<file path="src/rtl/fetch_queue_if.sv">
// Fetch front-end signal bundle: redirect input from EX, instruction-memory port A,
// and the decode valid/ready handshake.
interface fetch_queue_if;
  logic        redirect;
  logic [31:0] redirect_pc;
  logic        imem_en;
  logic [31:0] imem_addr;
  logic [31:0] imem_rdata;
  logic        dec_valid;
  logic        dec_ready;
  logic [31:0] dec_instr;
  logic [31:0] dec_pc;

  // master: the fetch queue itself; slave: the core/memory around it
  modport master (
    input  redirect, redirect_pc, imem_rdata, dec_ready,
    output imem_en, imem_addr, dec_valid, dec_instr, dec_pc
  );

  modport slave (
    output redirect, redirect_pc, imem_rdata, dec_ready,
    input  imem_en, imem_addr, dec_valid, dec_instr, dec_pc
  );
endinterface

</file>
<file path="src/rtl/fetch_queue.sv">
// Instruction fetch front end: sequential fetch from a 1-cycle BRAM into a small
// {pc, instr} FIFO feeding decode, with flush-and-refetch on EX redirects.
module fetch_queue #(
  parameter int unsigned DEPTH    = 4,
  parameter logic [31:0] RESET_PC = 32'h0000_0000
) (
  input  logic          clk,
  input  logic          rst,
  fetch_queue_if.master bus
);

  localparam int unsigned PTR_W = $clog2(DEPTH);
  localparam int unsigned OCC_W = $clog2(DEPTH + 1);

  logic [31:0]      fetch_pc;
  logic             inflight;
  logic [31:0]      inflight_pc;
  logic [PTR_W-1:0] rd_ptr;
  logic [PTR_W-1:0] wr_ptr;
  logic [OCC_W-1:0] occ;
  logic [31:0]      mem_pc    [DEPTH];
  logic [31:0]      mem_instr [DEPTH];

  logic [31:0] redir_target;
  logic        can_issue;
  logic        not_empty;
  logic        push;
  logic        pop;
  logic        unused_rpc_bits;

  assign redir_target    = {bus.redirect_pc[31:2], 2'b00};
  assign unused_rpc_bits = ^bus.redirect_pc[1:0];

  // Space check counts the outstanding response but not a same-cycle pop.
  assign can_issue = (32'(occ) + 32'(inflight)) < DEPTH;
  assign not_empty = (occ != '0);
  assign push      = inflight && !bus.redirect;
  assign pop       = bus.dec_valid && bus.dec_ready;

  assign bus.imem_en   = !rst && (bus.redirect || can_issue);
  assign bus.imem_addr = bus.redirect ? redir_target : fetch_pc;
  assign bus.dec_valid = not_empty && !bus.redirect;
  assign bus.dec_instr = not_empty ? mem_instr[rd_ptr] : 32'h0;
  assign bus.dec_pc    = not_empty ? mem_pc[rd_ptr]    : 32'h0;

  // Control state: fetch pointer, outstanding request, FIFO pointers/occupancy.
  always_ff @(posedge clk or posedge rst) begin
    if (rst) begin
      fetch_pc    <= RESET_PC;
      inflight    <= 1'b0;
      inflight_pc <= 32'h0;
      rd_ptr      <= '0;
      wr_ptr      <= '0;
      occ         <= '0;
    end else if (bus.redirect) begin
      // Flush drops queued entries and the response returning this cycle.
      fetch_pc    <= redir_target + 32'd4;
      inflight    <= 1'b1;
      inflight_pc <= redir_target;
      rd_ptr      <= '0;
      wr_ptr      <= '0;
      occ         <= '0;
    end else begin
      if (can_issue) begin
        fetch_pc    <= fetch_pc + 32'd4;
        inflight    <= 1'b1;
        inflight_pc <= fetch_pc;
      end else begin
        inflight    <= 1'b0;
      end
      if (push) wr_ptr <= wr_ptr + PTR_W'(1);
      if (pop)  rd_ptr <= rd_ptr + PTR_W'(1);
      case ({push, pop})
        2'b10:   occ <= occ + OCC_W'(1);
        2'b01:   occ <= occ - OCC_W'(1);
        default: occ <= occ;
      endcase
    end
  end

  // Payload storage needs no reset; occupancy gates what decode sees.
  always_ff @(posedge clk) begin
    if (push) begin
      mem_pc[wr_ptr]    <= inflight_pc;
      mem_instr[wr_ptr] <= bus.imem_rdata;
    end
  end

  a_no_overflow: assert property (@(posedge clk) disable iff (rst)
    !(push && (occ == OCC_W'(DEPTH))));

endmodule

</file>
<file path="src/flat_wrapper.sv">
// flat-port wrapper written by rule: the top's interface ports become plain ports
module fetch_queue_flat 
#(
  parameter int unsigned DEPTH    = 4,
  parameter logic [31:0] RESET_PC = 32'h0000_0000
)
  (clk, rst, bus_redirect, bus_redirect_pc, bus_imem_rdata, bus_dec_ready, bus_imem_en, bus_imem_addr, bus_dec_valid, bus_dec_instr, bus_dec_pc);
  fetch_queue_if bus_i ();
  input  logic clk;
  input  logic rst;
  input wire logic [$bits(bus_i.redirect)-1:0] bus_redirect;
  input wire logic [$bits(bus_i.redirect_pc)-1:0] bus_redirect_pc;
  input wire logic [$bits(bus_i.imem_rdata)-1:0] bus_imem_rdata;
  input wire logic [$bits(bus_i.dec_ready)-1:0] bus_dec_ready;
  output wire logic [$bits(bus_i.imem_en)-1:0] bus_imem_en;
  output wire logic [$bits(bus_i.imem_addr)-1:0] bus_imem_addr;
  output wire logic [$bits(bus_i.dec_valid)-1:0] bus_dec_valid;
  output wire logic [$bits(bus_i.dec_instr)-1:0] bus_dec_instr;
  output wire logic [$bits(bus_i.dec_pc)-1:0] bus_dec_pc;
  assign bus_i.redirect = bus_redirect;
  assign bus_i.redirect_pc = bus_redirect_pc;
  assign bus_i.imem_rdata = bus_imem_rdata;
  assign bus_i.dec_ready = bus_dec_ready;
  assign bus_imem_en = bus_i.imem_en;
  assign bus_imem_addr = bus_i.imem_addr;
  assign bus_dec_valid = bus_i.dec_valid;
  assign bus_dec_instr = bus_i.dec_instr;
  assign bus_dec_pc = bus_i.dec_pc;
  fetch_queue #(.DEPTH(DEPTH), .RESET_PC(RESET_PC)) u_core (.clk(clk), .rst(rst), .bus(bus_i));
endmodule
</file>
<file path="config.mk">
export PLATFORM = sky130hd
export DESIGN_NAME = fetch_queue_flat
export DESIGN_NICKNAME = d
export VERILOG_FILES = /design/src/rtl/fetch_queue_if.sv /design/src/rtl/fetch_queue.sv /design/src/flat_wrapper.sv
export SDC_FILE = /design/constraint.sdc
export NUM_CORES = 1
export LEC_CHECK = 0
export ABC_CLOCK_PERIOD_IN_PS = 4300
export BUFFER_PORTS_ARGS = -buffer_cell sky130_fd_sc_hd__buf_2
export CORE_ASPECT_RATIO = 0.5
export CORE_MARGIN = 2
export CORE_UTILIZATION = 48
export DETAILED_ROUTE_END_ITERATION = 10
export PLACE_DENSITY = 0.7
export SLEW_MARGIN = 15
export SYNTH_ARGS = -nofsm -noshare
export SYNTH_HDL_FRONTEND = slang
export SYNTH_SLANG_ARGS = --single-unit
</file>
<file path="constraint.sdc">
create_clock -name clk -period 4.3 [get_ports clk]
set_input_delay 0.43 -clock clk [delete_from_list [all_inputs] [get_ports clk]]
set_output_delay 0.43 -clock clk [all_outputs]
set_load 0.02 [all_outputs]
</file>
==> flow_summary.yaml, run 1 <==
routing:
  drcViolationCount: 0
  via_per_inst: 5.44
  via_count: 7328
  dr.pass1.iters: 5
  drt_wl_total_microns: 26700
  antenna_left: 0
  wl_per_cell_microns: 19.8
  first_iter_violations: 556
cells_and_area:
  fin_util_pct: 57.2
  fillerInstances: 2075
  drive_gt1_share_pct: 29.8
  nets: 1048
  seq_area_sq_um: 9160
  syn_to_final_growth_pct: 16.1
  fin_cells: 1347
  fin_area_sq_um: 15200
  multiInputGateArea_sq_um: 3710
  n_antenna_cell: 0
placement:
  dp_hpwl_microns: 16300
  dpl_cell_area_sq_um: 14300
  dp.cells: 1296
  pre_cts_ws_ns: 1.18
  place_congestion: 0.869
  io_buffers: 159
worst_setup_path:
  start_kind: "register"
  crit_type: "reg -> out"
  critPathCaptureType: "primary output"
  crit_arrival_ns: 2.75
  path_max_fanout: 37
  cp.required_ns: 3.87
synthesis:
  synth_edf_count: 248
  yosysWarnings: 0
  synthCells: 818
  synthTopCellsByCount: "edfxtp_1, nor2_1, dfrtp_1"
  synth_area_leader_cell: "edfxtp_1"
  synth_most_common_cell: "edfxtp_1"
  synthDistinctLibCells: 43
  avgSynthCellArea_sq_um: 16.0
  mappedNetlistArea_sq_um: 13100
  yosys_register_bits: 316
  synthTopCellsByArea: "edfxtp_1, dfrtp_1, mux4_2, and2_1, nor2_1"
  async_flop_share_pct: 21.5
  seq_area_frac_synth_pct: 69.7
  yosysTopAreaCellShare_pct: 56.7
  synthFlopType: "edfxtp_1"
floorplanning:
  start_util_pct: 49.3
  die_h_microns: 121
  ioPinCount: 166
  dieArea_sq_um: 28800
  core_area_sq_um: 26600
  die_x_microns: 238
  std_cell_rows: 42
status:
  outcome: "complete, no violations"
timing:
  slew_viol_final: 0
  finClkSkew_ns: 0.0195
  fin_crit_sh_pct: 74.0
  tightest_slew_ns: 0.992
  finalSetupViolations: 0
  setup-tns-final_ns: 0
  layout_setup_ws_ns: 1.12
  rsz0062_at_grt: "false"
  fin_crit_ns: 3.18
  max_freq_ghz: 0.314
  slew-limit-headroom_pct: 33.9
  hold_violations: 0
worst_hold_path:
  min_path_type: "in -> async"
grt:
  grt.total_usage_pct: 18.8
  grt_overflow: 0
  grt_max_degree: 65
  grt_pass1_wl_microns: 41500
  grt_pass1_vias: 7514
  antenna_found_initial: 0
clocking:
  numCtsBuffers: 28
  postCtsHoldBufs: 0
  cts-root-buf: "clkbuf_16"
  cts_buffer_depth: 3
  clk_pin_slew_ns: 0.07
  clock-sinks: 316
  htree_levels: 1
  cts-resized-gates: 0
  clock_latency_ns: 0.55
  cts_setup_buffers: 0
  cts_tree: "done"
power:
  leakage_uw: 0.00561
  p_per_area_nw_per_um2: 660
  ir_worst_vdd_uv: 349
run:
  maxCapViolCount: 0
## path summary, 6_finish.rpt
path / slack, ns / end / cells after the start / start
max: 1.12 / bus_dec_pc[22] / 4 / u_core.rd_ptr[0]$_DFFE_PP0P_
min: 0.08 / u_core.inflight_pc[8]$_DFFE_PP0N_ / 2 / rst
max reg2reg: 1.80 / u_core.fetch_pc[24]$_DFFE_PP0N_ / 6 / u_core.fetch_pc[10]$_DFFE_PP0N_
min reg2reg: 0.50 / u_core.fetch_pc[29]$_DFFE_PP0N_ / 2 / u_core.fetch_pc[29]$_DFFE_PP0N_
max in group asynchronous: 3.28 / u_core.rd_ptr[1]$_DFFE_PP0P_ / 3 / rst
min in group clk: 0.10 / u_core.mem_instr[3][0]$_DFFE_PP_ / 1 / bus_imem_rdata[0]
## through the flow
step / total power, uW / hold slack [ns]
6_report: 10100 / 0.0845
3_3_place_gp: 7470 / 0.473
2_1_floorplan: 6500 / 0.449
5_1_grt: 10600 / 0.0741
3_5_place_dp: 7560 / 0.482
4_1_cts: 10200 / 0.0782
## layer usage
metal	global-route usage (%)	part of all wire, %	vias up
met5	0	0	-
met4	3.42	1.4	0
met3	3.75	5.1	32
met2	30.5	48	196
met1	27.0	45	3737
li1	-	-	3363
## state kept, by name (all words and copies together) (netlist names)
| register | cells |
|---|---|
| u_core.wr_ptr | 2 |
| u_core.inflight_pc | 30 |
| u_core.mem_instr | 128 |
| u_core.mem_pc | 120 |
| u_core.rd_ptr | 2 |
| u_core.fetch_pc | 30 |
| u_core.occ | 3 |
| u_core.inflight | 1 |
## cell usage in the layout, fill, tap and decap left out, drive strengths merged, types with 5 or more instances in the layout
| cell type | Yosys | routed |
|---|---|---|
| nand2 | 33 | 33 |
| mux2i | 20 | 20 |
| ha | 5 | 5 |
| bufinv | 0 | 5 |
| clkinv | 1 | 7 |
| a21oi | 39 | 39 |
| mux4 | 62 | 62 |
| clkbuf | 28 | 37 |
| nor3 | 11 | 11 |
| edfxtp | 248 | 248 |
| mux2 | 14 | 14 |
| and2 | 67 | 67 |
| nor2 | 74 | 74 |
| dfrtp | 68 | 68 |
| xor2 | 8 | 8 |
| buf | 17 | 168 |
| nand3 | 15 | 15 |
| o21ai | 9 | 9 |
| xnor2 | 27 | 27 |
| inv | 24 | 26 |
| nand3b | 10 | 10 |
## final cells by class
class	count	share of cell area, %
clock buffers	37	4.96
clock inverters	14	1.30
inverters	25	0.616
multi-input cells	435	24.3
flip-flops and latches	316	60.1
well taps	352	2.89
repair buffers	168	5.83
## cells by family (layout without fill, tap and decap cells)
group | Yosys count | after routing | synth area share, %
flip-flops | 316 | 316 | 69.7
buffers and inverters | 70 | 244 | 2.20
other | 1 | 4 | 0.0286
multiplexers | 96 | 96 | 13.4
adder cells (fa/ha/maj) | 6 | 6 | 0.629
AO/OA/AOI/OAI | 65 | 65 | 2.83
AND/OR/NAND/NOR | 229 | 229 | 8.91
XOR/XNOR | 35 | 35 | 2.34
## power breakdown
| group | internal, uW | switching [uW] | leakage [uW] |
|---|---|---|---|
| logic | 1190 | 1680 | 0.00208 |
| registers | 4090 | 479 | 0.00307 |
| clock network | 1540 | 1090 | 0.000463 |
## critical path, stage by stage (launching register included)
cell and delay [ns]:
dfrtp_4 0.95, buf_12 0.33, mux4_2 0.54, and2_1 0.18
buf_2 0.16
(Power assumes the default switching activity.)
==> run 2: changes to the inputs <==
--- a/config.mk
+++ b/config.mk
@@ -5,7 +5,7 @@
 export SDC_FILE = /design/constraint.sdc
 export NUM_CORES = 1
 export LEC_CHECK = 0
-export ABC_CLOCK_PERIOD_IN_PS = 4300
+export ABC_CLOCK_PERIOD_IN_PS = 3000
 export BUFFER_PORTS_ARGS = -buffer_cell sky130_fd_sc_hd__buf_2
 export CORE_ASPECT_RATIO = 0.5
 export CORE_MARGIN = 2
==> constraint.sdc (replaced) <==
create_clock -name clk -period 3 [get_ports clk]
set_input_delay 0.3 -clock clk [delete_from_list [all_inputs] [get_ports clk]]
set_output_delay 0.3 -clock clk [all_outputs]
set_load 0.02 [all_outputs]
==> flow_summary.yaml, run 2 (synthesis gave the netlist of run 1 again) <==
routing:
  drt_wl_total_microns: 27300
  antenna_left: 0
  via_count: 7531
  wl_per_cell_microns: 19.5
  first_iter_violations: 526
  drcViolationCount: 0
  dr.pass1.iters: 5
  via_per_inst: 5.38
timing:
  tightest_slew_ns: 0.680
  fin_crit_ns: 2.75
  hold_violations: 0
  slew-limit-headroom_pct: 54.7
  slew_viol_final: 0
  max_freq_ghz: 0.364
  finalSetupViolations: 0
  finClkSkew_ns: 0.00654
  setup-tns-final_ns: 0
  rsz0062_at_grt: "false"
  fin_crit_sh_pct: 91.6
floorplanning:
  start_util_pct: 49.3
  dieArea_sq_um: 28800
  die_h_microns: 121
  ioPinCount: 166
  std_cell_rows: 42
  die_x_microns: 238
  core_area_sq_um: 26600
status:
  outcome: "complete, no violations"
grt:
  grt-busiest-layer: "met2"
  grt.total_usage_pct: 19.3
  grt_use_met3_pct: 3.28
  grt_pass1_wl_microns: 42500
  use_met1_pct: 27.4
  antenna_found_initial: 0
  grtUsageMet2_pct: 31.4
  grt_pass1_vias: 7787
  grt_overflow: 0
  grt_max_degree: 65
cells_and_area:
  regMostFlops: "u_core.mem_instr"
  drive_gt1_share_pct: 30.5
  multiInputGateArea_sq_um: 3710
  reg_top3: "u_core.mem_instr: 128 flops, u_core.mem_pc: 120 flops"
  nets: 1099
  fin_util_pct: 58.9
  mostFrequentLayoutCells: "edfxtp_1, buf_2, nor2_1, dfrtp_1, and2_1"
  fin_area_sq_um: 15700
  final_common_cell: "edfxtp_1"
  syn_to_final_growth_pct: 19.6
  largest_register_ffs: 128
  seq_area_sq_um: 9150
  fillerInstances: 2043
  fin_cells: 1399
  n_antenna_cell: 0
clocking:
  cts_buffer_depth: 3
  clock_latency_ns: 0.55
  clock-sinks: 316
  cts_tree: "done"
  cts-root-buf: "clkbuf_16"
  htree_levels: 1
  clk_pin_slew_ns: 0.07
  numCtsBuffers: 28
  cts_setup_buffers: 0
placement:
  dp.cells: 1314
  place_congestion: 0.837
  dp_hpwl_microns: 17100
  io_buffers: 159
  dpl_cell_area_sq_um: 14500
worst_setup_path:
  crit_arrival_ns: 2.45
  slowest_stage: "dfrtp_4"
  slowest_delay_ns: 0.72
  start_kind: "register"
  critPathCaptureType: "primary output"
  crit_family: "flip-flops"
  cp.required_ns: 2.70
  crit_buf_inv: 2
  cp_cell_sequence: "buf_12, mux4_2, and2_1, buf_2"
  crit_type: "reg -> out"
  path_max_fanout: 25
run:
  maxCapViolCount: 0
worst_hold_path:
  min_path_type: "in -> reg"
power:
  leakage_uw: 0.00582
  total_power_uw: 14200
  ir_worst_vdd_uv: 586
  p_per_area_nw_per_um2: 904
run 2: path summary, 6_finish.rpt:
kind                                                            to                            start  depth (start not counted)  slack [ns]
worst max-delay path                             bus_dec_instr[29]     u_core.rd_ptr[0]$_DFFE_PP0P_                          4        0.25
worst min-delay path            u_core.inflight_pc[24]$_DFFE_PP0N_              bus_redirect_pc[24]                          3        0.09
worst max register to register     u_core.fetch_pc[26]$_DFFE_PP0N_   u_core.fetch_pc[2]$_DFFE_PP0N_                          8        0.61
worst min register to register     u_core.fetch_pc[24]$_DFFE_PP0N_  u_core.fetch_pc[24]$_DFFE_PP0N_                          2        0.49
max in group asynchronous       u_core.inflight_pc[21]$_DFFE_PP0N_                              rst                          4        1.86
min in group asynchronous          u_core.fetch_pc[11]$_DFFE_PP0N_                              rst                          3        0.38
run 2: what timing repair did:
item / CTS / global route
hold buffers: 33 / 0
resized for setup: 0 / 0
endpoints found under the hold margin: 150 / 0
run 2: layout make-up:
type	count	area share (%)
inverter	25	0.598
clock buffer	37	4.90
tap	352	2.80
timing repair buffer	219	9.26
clock inverter	15	0.558
sequential	316	58.3
multi-input combinational	435	23.6
run 2: stage by stage:
| step | worst slack, ns | hold WS [ns] |
|---|---|---|
| after detailed placement | 0.433 | 0.383 |
| after global routing | 0.0983 | 0.0903 |
| after global placement | 0.384 | 0.370 |
| final | 0.253 | 0.0896 |
| after floorplan | 0.201 | 0.399 |
| after CTS | 0.172 | 0.0634 |
run 2: where the power goes:
group / leakage [uW] / internal (uW) / switching [uW]
Clock: 0.000419 / 1820 / 1560
Sequential: 0.00307 / 5860 / 607
Combinational: 0.00233 / 1830 / 2540
run 2: layer usage:
metal | wire length (microns) | part of all wire [%] | vias to the layer above
met4 | 455 | 1.7 | 0
met3 | 1160 | 4.3 | 31
li1 | - | - | 3463
met1 | 12500 | 46 | 3880
met5 | 0 | 0 | -
met2 | 13200 | 48 | 157
run 2: worst reg2reg max path: stages (launching register included):
cell and delay, ns:
dfrtp_1 0.37, mux2_2 0.19, ha_1 0.28, inv_1 0.07
a221oi_1 0.43, nand4b_1 0.40, nor3_1 0.29, xnor2_1 0.16
a21oi_1 0.09
